===== src/rtl/id_ex_stage_reg_if.sv =====
// id_ex_stage_reg_if: decode/write-back inputs and EX-side outputs of the ID/EX register.
interface id_ex_stage_reg_if #(
  parameter int XLEN     = 32,
  parameter int ALU_OP_W = 4
);
  logic                stall, flush, id_valid;
  logic [XLEN-1:0]     id_pc, id_imm, id_rd1, id_rd2;
  logic [4:0]          id_rs1, id_rs2, id_rd;
  logic                id_reg_write, id_mem_read, id_mem_write, id_alu_src;
  logic [ALU_OP_W-1:0] id_alu_op;
  logic                wb_reg_write;
  logic [4:0]          wb_rd;
  logic [XLEN-1:0]     wb_data;
  logic                load_use_stall, ex_valid;
  logic [XLEN-1:0]     ex_pc, ex_imm, ex_rs1_data, ex_rs2_data;
  logic [4:0]          ex_rs1, ex_rs2, ex_rd;
  logic                ex_reg_write, ex_mem_read, ex_mem_write, ex_alu_src;
  logic [ALU_OP_W-1:0] ex_alu_op;
  modport master (
    output stall, flush, id_valid, id_pc, id_imm, id_rd1, id_rd2, id_rs1, id_rs2, id_rd,
           id_reg_write, id_mem_read, id_mem_write, id_alu_src, id_alu_op,
           wb_reg_write, wb_rd, wb_data,
    input  load_use_stall, ex_valid, ex_pc, ex_imm, ex_rs1_data, ex_rs2_data, ex_rs1, ex_rs2,
           ex_rd, ex_reg_write, ex_mem_read, ex_mem_write, ex_alu_src, ex_alu_op
  );
  modport slave (
    input  stall, flush, id_valid, id_pc, id_imm, id_rd1, id_rd2, id_rs1, id_rs2, id_rd,
           id_reg_write, id_mem_read, id_mem_write, id_alu_src, id_alu_op,
           wb_reg_write, wb_rd, wb_data,
    output load_use_stall, ex_valid, ex_pc, ex_imm, ex_rs1_data, ex_rs2_data, ex_rs1, ex_rs2,
           ex_rd, ex_reg_write, ex_mem_read, ex_mem_write, ex_alu_src, ex_alu_op
  );
endinterface


===== src/rtl/id_ex_stage_reg.sv =====
// id_ex_stage_reg: ID/EX pipeline register with WB bypass, load-use bubbles, stall and flush.
// Optional PIPE_PERF_COUNTERS_EN adds bubble_count and flush_count outputs.
module id_ex_stage_reg #(
  parameter int XLEN     = 32,
  parameter int ALU_OP_W = 4
) (
  input  logic               clk,
  input  logic               rst,
`ifdef PIPE_PERF_COUNTERS_EN
  output logic [31:0]        bubble_count,
  output logic [31:0]        flush_count,
`endif
  id_ex_stage_reg_if.slave   b
);
  typedef struct packed {
    logic                valid;
    logic [XLEN-1:0]     pc, imm, rs1_data, rs2_data;
    logic [4:0]          rs1, rs2, rd;
    logic                reg_write, mem_read, mem_write, alu_src;
    logic [ALU_OP_W-1:0] alu_op;
  } ex_t;
  ex_t  ex_q, ex_d;
  logic load_use, bubble;
  logic wb_hit_id1, wb_hit_id2, wb_hit_ex1, wb_hit_ex2;
  // x0 is never a real destination, so it never bypasses or creates a hazard
  assign wb_hit_id1 = b.wb_reg_write && b.wb_rd != 5'd0 && b.wb_rd == b.id_rs1;
  assign wb_hit_id2 = b.wb_reg_write && b.wb_rd != 5'd0 && b.wb_rd == b.id_rs2;
  assign wb_hit_ex1 = b.wb_reg_write && b.wb_rd != 5'd0 && b.wb_rd == ex_q.rs1;
  assign wb_hit_ex2 = b.wb_reg_write && b.wb_rd != 5'd0 && b.wb_rd == ex_q.rs2;
  assign load_use = b.id_valid && ex_q.valid && ex_q.mem_read && ex_q.rd != 5'd0 &&
                    (ex_q.rd == b.id_rs1 || ex_q.rd == b.id_rs2);
  assign bubble = !b.flush && !b.stall && load_use;
  always_comb begin
    ex_d = ex_q;
    if (b.flush || bubble) begin
      ex_d = '0;
    end else if (b.stall) begin
      ex_d.rs1_data = (ex_q.valid && wb_hit_ex1) ? b.wb_data : ex_q.rs1_data;
      ex_d.rs2_data = (ex_q.valid && wb_hit_ex2) ? b.wb_data : ex_q.rs2_data;
    end else begin
      ex_d.valid     = b.id_valid;
      ex_d.pc        = b.id_pc;
      ex_d.imm       = b.id_imm;
      ex_d.rs1_data  = wb_hit_id1 ? b.wb_data : b.id_rd1;
      ex_d.rs2_data  = wb_hit_id2 ? b.wb_data : b.id_rd2;
      ex_d.rs1       = b.id_rs1;
      ex_d.rs2       = b.id_rs2;
      ex_d.rd        = b.id_rd;
      ex_d.reg_write = b.id_valid && b.id_reg_write;
      ex_d.mem_read  = b.id_valid && b.id_mem_read;
      ex_d.mem_write = b.id_valid && b.id_mem_write;
      ex_d.alu_src   = b.id_alu_src;
      ex_d.alu_op    = b.id_alu_op;
    end
  end
  always_ff @(posedge clk or posedge rst)
    if (rst) ex_q <= '0;
    else     ex_q <= ex_d;
`ifdef PIPE_PERF_COUNTERS_EN
  logic [31:0] bubble_count_q, bubble_count_d, flush_count_q, flush_count_d;
  always_comb begin
    bubble_count_d = bubble ? bubble_count_q + 32'd1 : bubble_count_q;
    flush_count_d  = b.flush ? flush_count_q + 32'd1 : flush_count_q;
  end
  always_ff @(posedge clk or posedge rst)
    if (rst) begin
      bubble_count_q <= '0;
      flush_count_q  <= '0;
    end else begin
      bubble_count_q <= bubble_count_d;
      flush_count_q  <= flush_count_d;
    end
  assign bubble_count = bubble_count_q;
  assign flush_count  = flush_count_q;
`endif
  assign b.load_use_stall = load_use;
  assign b.ex_valid       = ex_q.valid;
  assign b.ex_pc          = ex_q.pc;
  assign b.ex_imm         = ex_q.imm;
  assign b.ex_rs1_data    = ex_q.rs1_data;
  assign b.ex_rs2_data    = ex_q.rs2_data;
  assign b.ex_rs1         = ex_q.rs1;
  assign b.ex_rs2         = ex_q.rs2;
  assign b.ex_rd          = ex_q.rd;
  assign b.ex_reg_write   = ex_q.reg_write;
  assign b.ex_mem_read    = ex_q.mem_read;
  assign b.ex_mem_write   = ex_q.mem_write;
  assign b.ex_alu_src     = ex_q.alu_src;
  assign b.ex_alu_op      = ex_q.alu_op;
endmodule

===== src/flat_wrapper.sv =====
// flat-port wrapper written by rule: the top's interface ports become plain ports
module id_ex_stage_reg_flat 
#(
  parameter int XLEN     = 32,
  parameter int ALU_OP_W = 4
)
  (clk, rst, b_stall, b_flush, b_id_valid, b_id_pc, b_id_imm, b_id_rd1, b_id_rd2, b_id_rs1, b_id_rs2, b_id_rd, b_id_reg_write, b_id_mem_read, b_id_mem_write, b_id_alu_src, b_id_alu_op, b_wb_reg_write, b_wb_rd, b_wb_data, b_load_use_stall, b_ex_valid, b_ex_pc, b_ex_imm, b_ex_rs1_data, b_ex_rs2_data, b_ex_rs1, b_ex_rs2, b_ex_rd, b_ex_reg_write, b_ex_mem_read, b_ex_mem_write, b_ex_alu_src, b_ex_alu_op);
  id_ex_stage_reg_if #(.XLEN(XLEN), .ALU_OP_W(ALU_OP_W)) b_i ();
  input  logic clk;
  input  logic rst;
  input wire logic [$bits(b_i.stall)-1:0] b_stall;
  input wire logic [$bits(b_i.flush)-1:0] b_flush;
  input wire logic [$bits(b_i.id_valid)-1:0] b_id_valid;
  input wire logic [$bits(b_i.id_pc)-1:0] b_id_pc;
  input wire logic [$bits(b_i.id_imm)-1:0] b_id_imm;
  input wire logic [$bits(b_i.id_rd1)-1:0] b_id_rd1;
  input wire logic [$bits(b_i.id_rd2)-1:0] b_id_rd2;
  input wire logic [$bits(b_i.id_rs1)-1:0] b_id_rs1;
  input wire logic [$bits(b_i.id_rs2)-1:0] b_id_rs2;
  input wire logic [$bits(b_i.id_rd)-1:0] b_id_rd;
  input wire logic [$bits(b_i.id_reg_write)-1:0] b_id_reg_write;
  input wire logic [$bits(b_i.id_mem_read)-1:0] b_id_mem_read;
  input wire logic [$bits(b_i.id_mem_write)-1:0] b_id_mem_write;
  input wire logic [$bits(b_i.id_alu_src)-1:0] b_id_alu_src;
  input wire logic [$bits(b_i.id_alu_op)-1:0] b_id_alu_op;
  input wire logic [$bits(b_i.wb_reg_write)-1:0] b_wb_reg_write;
  input wire logic [$bits(b_i.wb_rd)-1:0] b_wb_rd;
  input wire logic [$bits(b_i.wb_data)-1:0] b_wb_data;
  output wire logic [$bits(b_i.load_use_stall)-1:0] b_load_use_stall;
  output wire logic [$bits(b_i.ex_valid)-1:0] b_ex_valid;
  output wire logic [$bits(b_i.ex_pc)-1:0] b_ex_pc;
  output wire logic [$bits(b_i.ex_imm)-1:0] b_ex_imm;
  output wire logic [$bits(b_i.ex_rs1_data)-1:0] b_ex_rs1_data;
  output wire logic [$bits(b_i.ex_rs2_data)-1:0] b_ex_rs2_data;
  output wire logic [$bits(b_i.ex_rs1)-1:0] b_ex_rs1;
  output wire logic [$bits(b_i.ex_rs2)-1:0] b_ex_rs2;
  output wire logic [$bits(b_i.ex_rd)-1:0] b_ex_rd;
  output wire logic [$bits(b_i.ex_reg_write)-1:0] b_ex_reg_write;
  output wire logic [$bits(b_i.ex_mem_read)-1:0] b_ex_mem_read;
  output wire logic [$bits(b_i.ex_mem_write)-1:0] b_ex_mem_write;
  output wire logic [$bits(b_i.ex_alu_src)-1:0] b_ex_alu_src;
  output wire logic [$bits(b_i.ex_alu_op)-1:0] b_ex_alu_op;
  assign b_i.stall = b_stall;
  assign b_i.flush = b_flush;
  assign b_i.id_valid = b_id_valid;
  assign b_i.id_pc = b_id_pc;
  assign b_i.id_imm = b_id_imm;
  assign b_i.id_rd1 = b_id_rd1;
  assign b_i.id_rd2 = b_id_rd2;
  assign b_i.id_rs1 = b_id_rs1;
  assign b_i.id_rs2 = b_id_rs2;
  assign b_i.id_rd = b_id_rd;
  assign b_i.id_reg_write = b_id_reg_write;
  assign b_i.id_mem_read = b_id_mem_read;
  assign b_i.id_mem_write = b_id_mem_write;
  assign b_i.id_alu_src = b_id_alu_src;
  assign b_i.id_alu_op = b_id_alu_op;
  assign b_i.wb_reg_write = b_wb_reg_write;
  assign b_i.wb_rd = b_wb_rd;
  assign b_i.wb_data = b_wb_data;
  assign b_load_use_stall = b_i.load_use_stall;
  assign b_ex_valid = b_i.ex_valid;
  assign b_ex_pc = b_i.ex_pc;
  assign b_ex_imm = b_i.ex_imm;
  assign b_ex_rs1_data = b_i.ex_rs1_data;
  assign b_ex_rs2_data = b_i.ex_rs2_data;
  assign b_ex_rs1 = b_i.ex_rs1;
  assign b_ex_rs2 = b_i.ex_rs2;
  assign b_ex_rd = b_i.ex_rd;
  assign b_ex_reg_write = b_i.ex_reg_write;
  assign b_ex_mem_read = b_i.ex_mem_read;
  assign b_ex_mem_write = b_i.ex_mem_write;
  assign b_ex_alu_src = b_i.ex_alu_src;
  assign b_ex_alu_op = b_i.ex_alu_op;
  id_ex_stage_reg #(.XLEN(XLEN), .ALU_OP_W(ALU_OP_W)) u_core (.clk(clk), .rst(rst), .b(b_i));
endmodule

===== config.mk =====
export PLATFORM = sky130hd
export DESIGN_NAME = id_ex_stage_reg_flat
export DESIGN_NICKNAME = d
export VERILOG_FILES = /design/src/rtl/id_ex_stage_reg_if.sv /design/src/rtl/id_ex_stage_reg.sv /design/src/flat_wrapper.sv
export SDC_FILE = /design/constraint.sdc
export NUM_CORES = 1
export LEC_CHECK = 0
export ABC_AREA = 1
export CORE_UTILIZATION = 36
export DETAILED_ROUTE_END_ITERATION = 10
export PLACE_DENSITY = 0.72
export SYNTH_ARGS = -nofsm -noshare
export SYNTH_HDL_FRONTEND = slang
export SYNTH_SLANG_ARGS = --single-unit

===== constraint.sdc =====
create_clock -name clk -period 7.4 [get_ports clk]
set_input_delay 1.48 -clock clk [delete_from_list [all_inputs] [get_ports clk]]
set_output_delay 1.48 -clock clk [all_outputs]
set_load 0.005 [all_outputs]

==> Word-level counts from Yosys, hierarchy flattened <==
Cells that the tools add are included.
W data, S select, Z words.
{ "totals": {"ff_bits": 152, "inputBits": 194} }
{ "op_classes": {"n_eq_ne": 9, "muxes": 8, "n_reduce_logical": 22} }
{ "ops": {"columns": ["cell", "count"], "rows": [
  ["$mux W152", 1],
  ["$mux W32", 4],
  ["$mux W65", 1],
  ["$mux W64", 1],
  ["$eq A5 B5 Y1", 6],
  ["$mux W23", 1],
  ["$logic_and A1 B1 Y1", 16],
  ["$reduce_bool A5 Y1", 2],
  ["$ne A3 B1 Y1 const B", 2],
  ["$logic_not A1 Y1", 2],
  ["$logic_or A1 B1 Y1", 2],
  ["$ne A2 B1 Y1 const B", 1]
]} }

==> Depth between registers and ports, before layout <==
{ "logic_depth": {"word_depth": 7, "depth_mapped": 13, "ltp_nobuf": 11} }

==> Least setup slack after synthesis <==
OpenSTA, ideal clock, no wires.
{ "synth_timing": {"kind": "input to output", "from": "in b_id_rs2[3]", "to": "out b_load_use_stall", "t_arrival_ns": 1.975, "slack_ns": 3.945, "path_stages": 8, "cell_sequence": "inv_1 > nand2_1 > nand2_1 > nor2_1 > nand3_1 > nand2_1 > nand2_2 > inv_1"} }
{ "synth_between": {"elab_chain_len": 3} }
{ "synth_rtl": {"columns": ["element", "line", "text"], "rows": [
  ["start, declared", "flat_wrapper.sv:19", "input wire logic [$bits(b_i.id_rs2)-1:0] b_id_rs2;"],
  ["$eq A5 B5 Y1", "id_ex_stage_reg.sv:31", "(ex_q.rd == b.id_rs1 || ex_q.rd == b.id_rs2);"],
  ["$logic_or A1 B1 Y1", "id_ex_stage_reg.sv:31", null],
  ["$logic_and A1 B1 Y1", "id_ex_stage_reg.sv:30", "assign load_use = b.id_valid && ex_q.valid && ex_q.mem_read && ex_q.rd != 5'd0 &&"],
  ["end, declared", "flat_wrapper.sv:29", "output wire logic [$bits(b_i.load_use_stall)-1:0] b_load_use_stall;"]
]} }
Every way passes these cells.

==> Worst setup path in the final report <==
{ "layout_timing": {"from": "in b_id_rs2[2]", "to": "out b_load_use_stall"} }
Same word-level chain as after synthesis.

==> results by group <==
Yosys
  • Post-synthesis cell area: 0.00741 mm²
  • Synth cell count leaders: nand2_1 (510), dfrtp_1 (152), nand3_1 (133), a21oi_1 (46), buf_2 (33)
  • Synth cell types: 21
  • Ys async rst share: 1.00
  • Top-count cell post-synth: nand2_1
  • Synth area leaders: dfrtp_1 (51%), nand2_1 (26%), nand3_1 (9.0%)
  • Mapped Cells: just under 1,000
  • Post-synth top area share: 0.514
  • Number of synthesized flops with an enable pin: 0
  • Syn_area_per_cell: 7.57 µm²
  • Synth Register Bits: 152
  • Synth Net Count: 1,172
  • Yosys warnings: 0
  • Ys flop type: dfrtp_1
  • Area leader, netlist: dfrtp_1
  • Sequential area share after synthesis: 0.514

Job
  • # Max-Cap Violations: 0

Global routing
  • Largest net degree at the start of global routing: 92
  • Initial antenna violation count: 1
  • Total track usage: 0.247
  • Global route overflow: 0
  • Vias in the first global route: 7,708
  • First-pass GRT wire length: 41,300 µm

Drt
  • Post-Route M1 WL: around 10,000 µm
  • Total detailed-routing wirelength: between 20,000 and 30,000 µm
  • Met3 WL: 2340 µm
  • Vias per cell: roughly 4.8
  • Via count: 7,520
  • Drt wl/cell: approximately 16 µm
  • Routed Antenna Nets: 0
  • Met2 WL: 12,400 µm
  • Iteration-0 DRC Markers: 347
  • DRT Pass-1 Iters: 4
  • Highest Signal Layer: met4
  • Residual DRC count: 0

Clock tree
  • Clk sinks: 152
  • Post-CTS Setup Inserts: 0
  • Post-cts resize count: 0
  • Clk pin slew, worst setup/hold paths: 70 ps
  • Hold-fix buffers at CTS: 0
  • Num CTS Buffers: 17
  • Clock Latency Late Sink: 420 ps
  • Root buf cell: clkbuf_16
  • H-Tree Level Count: 4
  • TritonCTS clock tree: built
  • CTS max path bufs: 2

Finish
  • Fin area: 0.0115 mm²
  • Syn-to-layout area delta: 55.8%
  • Share of cells above drive strength 1: 0.0445
  • Post-layout util: 0.570
  • Nets: 1,483
  • Fillers: between 1,500 and 2,000

Floorplanning
  • Total Die Area: ~0.021 mm²
  • Core ar.: ~0.020 mm²
  • Initial Utilization: 0.366
  • Die X: 145 µm
  • Boundary pin count: between 300 and 400
  • Height of the die: 145 µm
  • Cell row count: 52

STA
  • Rel. slew slack: 0.330
  • Worst Clk Skew: roughly 13 ps
  • Final setup violation count: 0
  • Setup TNS: 0 ps
  • Final period utilization: 0.643
  • Slew Viols, Final: 0
  • Final hold viol count: 0
  • Worst slew pin tran: around 1000 ps
  • RSZ-0062 raised after global routing: false
  • F_max: 210 MHz
  • Crit path time final: 4760 ps

Power and ir drop
  • Total power: roughly 2.3 mW
  • Pwr Density: about 200 mW/mm²
  • Total leakage power: about 5.6 nW
  • VDD IR max: 0.147 mV

Status
  • Status: finished clean

Placed design
  • I/O Buffers: 346
  • Gpl congestion: 0.871
  • Dpl cell area: 0.0109 mm²
  • Dpl hpwl: between 15,000 and 20,000 µm

Worst setup path
  • R2R cell count: 11
  • Setup CP Type: in -> out
  • Worst setup SP type: input port
  • Worst-path maximum fanout: 4
  • Worst EP required: 5920 ps
  • Critical path endpoint category: output port
  • Crit path arrival time: 3280 ps

Hold path
  • Hold WC Path Type: reg -> reg
  • WHS Path Cells: 2
## metrics by stage
step,setup WS [ps],hold WS (ps),cells
after floorplan,1830,472,978
after global placement,2260,461,1540
after detailed placement,2210,464,1540
after CTS,2630,483,1572
after global routing,2330,494,1573
final,2640,479,1573
## area by class of cell
class,count,area (µm²),share of cell area
sequential,152,3800,0.330
timing repair buffer,355,3530,0.306
multi-input combinational,739,3150,0.273
clock buffer,18,439,0.0381
tap,270,338,0.0293
clock inverter,14,178,0.0154
inverter,24,95.1,0.00824
antenna,1,2.50,0.000217
## report_power, final
part           switching [mW]  internal, mW
combinational           0.198         0.253
clock                   0.399         0.526
sequential             0.0412         0.893
## final timing paths
kind	to	start	slack (ps)
setup / recovery	b_load_use_stall	b_id_rs2[2]	2640
hold / removal	u_core.b.ex_rs1_data[12]$_DFFE_PP0P_	u_core.b.ex_rs1_data[12]$_DFFE_PP0P_	480
setup reg to reg	u_core.b.ex_pc[23]$_DFFE_PP0P_	u_core.b.ex_rd[2]$_DFFE_PP0P_	5250
hold reg to reg	u_core.b.ex_rs1_data[12]$_DFFE_PP0P_	u_core.b.ex_rs1_data[12]$_DFFE_PP0P_	480
max in group asynchronous	u_core.b.ex_rs2[1]$_DFFE_PP0P_	rst	4310
min in group asynchronous	u_core.b.ex_pc[27]$_DFFE_PP0P_	rst	1540
## layout by cell type, fill, tap and decap left out, drive strengths merged, types with 2 or more instances in the layout
master / instances
nand2: 515
clkdlybuf4s50: 346
dfrtp: 152
nand3: 133
a21oi: 46
inv: 35
clkbuf: 18
nor2: 18
xnor2: 14
buf: 9
xor2: 6
o21ai: 3
nand4: 2
nor3: 2
bufinv: 2
## critical path: stages
cell and delay [ps]:
clkdlybuf4s50_1 590, inv_1 60, nand2_1 60, nand2_1 60, nor2_1 110, nand3_1 90
nand2_1 90, nand2_2 120, inv_1 120, clkdlybuf4s50_1 500
## flip-flops by register name, indices dropped and copies added, names as in the netlist
| register | flops |
|---|---|
| u_core.b.ex_rs2 | 5 |
| u_core.b.ex_rd | 5 |
| u_core.b.ex_mem_read | 1 |
| u_core.b.ex_rs1 | 5 |
| u_core.b.ex_valid | 1 |
| u_core.b.ex_rs2_data | 32 |
| u_core.b.ex_alu_op | 4 |
| u_core.b.ex_alu_src | 1 |
| u_core.b.ex_imm | 32 |
| u_core.b.ex_pc | 32 |
| u_core.b.ex_rs1_data | 32 |
| u_core.b.ex_reg_write | 1 |
| u_core.b.ex_mem_write | 1 |
## routing by layer
| metal | up-vias | GRT usage |
|---|---|---|
| li1 | 3689 | - |
| met1 | 3489 | 0.294 |
| met2 | 309 | 0.411 |
| met3 | 33 | 0.0803 |
| met4 | 0 | 0.0984 |
| met5 | - | 0 |
## cells by family after synthesis
logic type / count (synthesis) / synth area share
buffers and inverters: 87 / 0.0608
xor gates and xnor gates: 20 / 0.0236
and+or+nand+nor: 670 / 0.367
AOI/OAI and AO/OA: 49 / 0.0346
DFF: 152 / 0.514
Power figures use the tool's default switching activity.
==> edit, RTL diff (same flow settings) <==
`XLEN` is set to 32 in 3 places; all go to 16.
--- a/src/rtl/id_ex_stage_reg_if.sv
+++ b/src/rtl/id_ex_stage_reg_if.sv
@@ -1,5 +1,5 @@
 // id_ex_stage_reg_if: decode/write-back inputs and EX-side outputs of the ID/EX register.
 interface id_ex_stage_reg_if #(
-  parameter int XLEN     = 32,
+  parameter int XLEN     = 16,
   parameter int ALU_OP_W = 4
 );
--- a/src/rtl/id_ex_stage_reg.sv
+++ b/src/rtl/id_ex_stage_reg.sv
@@ -2,5 +2,5 @@
 // Optional PIPE_PERF_COUNTERS_EN adds bubble_count and flush_count outputs.
 module id_ex_stage_reg #(
-  parameter int XLEN     = 32,
+  parameter int XLEN     = 16,
   parameter int ALU_OP_W = 4
 ) (
--- a/src/flat_wrapper.sv
+++ b/src/flat_wrapper.sv
@@ -2,5 +2,5 @@
 module id_ex_stage_reg_flat 
 #(
-  parameter int XLEN     = 32,
+  parameter int XLEN     = 16,
   parameter int ALU_OP_W = 4
 )
Interface: changed (9 resized); port bits go from 347 to 203. The function was not compared with the original's and may differ.
==> edit against the unedited design <==
  * Critical path type unchanged
  * Synthesized cell count fell by 39%
  * Routed wire length fell by 44%
  * Worst setup slack improved by 0.12 ns
  * Core utilization fell by 2.0 points
  * Die area fell by 35%
  * Synthesized area fell by 35%
  * Critical endpoint unchanged
  * Total power fell by 44%
  * Clock power fell by 48%
  * Sequential cell count fell by 64
  * Largest cell class unchanged
  * Highest routed layer unchanged
  * Register-to-register slack improved by 0.17 ns
  * Cell area fell by 39%
==> edit: results (changes against the unedited design) <==
* 184.2 nW/µm² — power per cell area, was 200.2 nW/µm²
* 28.96% — non-clock buffer area fraction after layout, was 30.60%
* 7.100% — fraction of the mapped netlist area in compound gates, was 3.463%
* 1194 — fillcell total, was 1837
* 955 — count of non-filler cells in the finished layout, was 1573
* 10.09% — layout cells sized above 1, was 4.455%
* 3.16 ns — arrival time of data at the critical path endpoint, was 3.28 ns
* 939 — instance count after placement with tap cells included, was 1540
* 95.08 µV — IR drop worst, VDD, was 147.4 µV
* 10450 µm — post-detail-place hpwl, was 17460 µm
* 2202 µm² — Register Area, was 3804 µm²
* 9 — number of buffers inserted during clock tree synthesis, was 17
* 4662 — via count of the first global-routing pass, was 7708
* 8.043 µm² — Avg Inst Size Synth, was 7.574 µm²
* 15.12 µm — Routed wire per std cell, was 16.39 µm
* 23520 µm — first-pass GRT wire length, was 41260 µm
* 0.004296 ns — maximum clock skew at final layout, was 0.01285 ns
* 21.55% — GRT Overall Usage, was 24.65%
* 45.94% — portion of the post-synthesis area used by sequential elements, was 51.35%
* sky130_fd_sc_hd__dfrtp_1 46%, sky130_fd_sc_hd__nand2_1 22%, sky130_fd_sc_hd__nand3_1 6.7%, sky130_fd_sc_hd__a21oi_2 5.5%, sky130_fd_sc_hd__buf_6 5.2% — synth top area cells, was sky130_fd_sc_hd__dfrtp_1 51%, sky130_fd_sc_hd__nand2_1 26%, sky130_fd_sc_hd__nand3_1 9.0%, sky130_fd_sc_hd__a21oi_1 3.1%, sky130_fd_sc_hd__buf_2 2.2%
* 283 x sky130_fd_sc_hd__nand2_1, 88 x sky130_fd_sc_hd__dfrtp_1, 64 x sky130_fd_sc_hd__nand3_1 — most numerous cell types in the synthesized netlist, was 510 x sky130_fd_sc_hd__nand2_1, 152 x sky130_fd_sc_hd__dfrtp_1, 133 x sky130_fd_sc_hd__nand3_1
* 710 — synthesized net count, was 1172
* 0.8588 — final RePlAce weighted congestion, was 0.8710
* 6741 µm² — placed cell areas, was 10920 µm²
* 449 — multi-input gates, was 739
* 88 — register bit total from synthesis, was 152
* 3 — total number of H-tree levels, was 4
* 25 — distinct cell type count of the synthesized netlist, was 21
* 4.799 — DR vias/cell, was 4.781
* finished, final reports clean — outcome, unchanged
* 50.13% — remaining max-slew budget at the tightest pin, was 33.00%
* 968.9 µW — P_int, was 1672 µW
* 21.7% — power share of the combinational group, was 19.6%
* 59 — pin count of the biggest net entering global routing, was 92
* 2.764 ns — setup slack after placement, was 2.207 ns
* 0.34 ns — clock latency of the later-clocked register in the worst-skew pair, was 0.42 ns
* 3.837% — fraction of synthesized cell area in xor and xnor cells, was 2.365%
* 892 — net count of the finished layout, was 1483
[edit: cell count changes after synthesis, sizes merged, moves of 2 or more]
cell,before,now
a21oi,46,40
buf,51,31
clkbuf,12,3
dfrtp,152,88
nand2,515,294
nand3,133,68
xnor2,14,16
[edit: final timing paths]
| kind | startpoint | slack (ns) | cells after the start | to |
|---|---|---|---|---|
| max in group asynchronous | rst | 4.84 | 3 | u_core.b.ex_pc[14] |
| min in group asynchronous | rst | 1.54 | 2 | u_core.b.ex_rs2_data[10] |
| worst max-delay path | b_id_rs2[2] | 2.76 | 10 | b_load_use_stall |
| worst min register to register | u_core.b.ex_rs2_data[11] | 0.48 | 2 | u_core.b.ex_rs2_data[11] |
| worst min-delay path | u_core.b.ex_rs2_data[11] | 0.48 | 2 | u_core.b.ex_rs2_data[11] |
| worst max register to register | u_core.b.ex_rd[2] | 5.42 | 10 | u_core.b.ex_pc[10] |
[edit: per-layer routing]
| layer | wire length, µm | vias to the layer above | part of all wire (%) | GRT usage (%) |
|---|---|---|---|---|
| li1 | - | 2227 | - | - |
| met1 | 6118 | 2132 | 42 | 26.30 |
| met2 | 6642 | 195 | 46 | 34.62 |
| met3 | 1252 | 29 | 8.7 | 6.663 |
| met4 | 430 | 0 | 3.0 | 10.06 |
| met5 | 0 | - | 0 | 0 |
[edit: critical path, stage by stage]
cell and delay, ns:
sky130_fd_sc_hd__clkdlybuf4s50_1 0.55, sky130_fd_sc_hd__inv_1 0.06, sky130_fd_sc_hd__nand2_1 0.06, sky130_fd_sc_hd__nand2_1 0.06, sky130_fd_sc_hd__nor2_1 0.11, sky130_fd_sc_hd__nand3_1 0.11, sky130_fd_sc_hd__nand2_2 0.10, sky130_fd_sc_hd__nand2_4 0.08
sky130_fd_sc_hd__inv_1 0.06, sky130_fd_sc_hd__clkdlybuf4s50_1 0.49
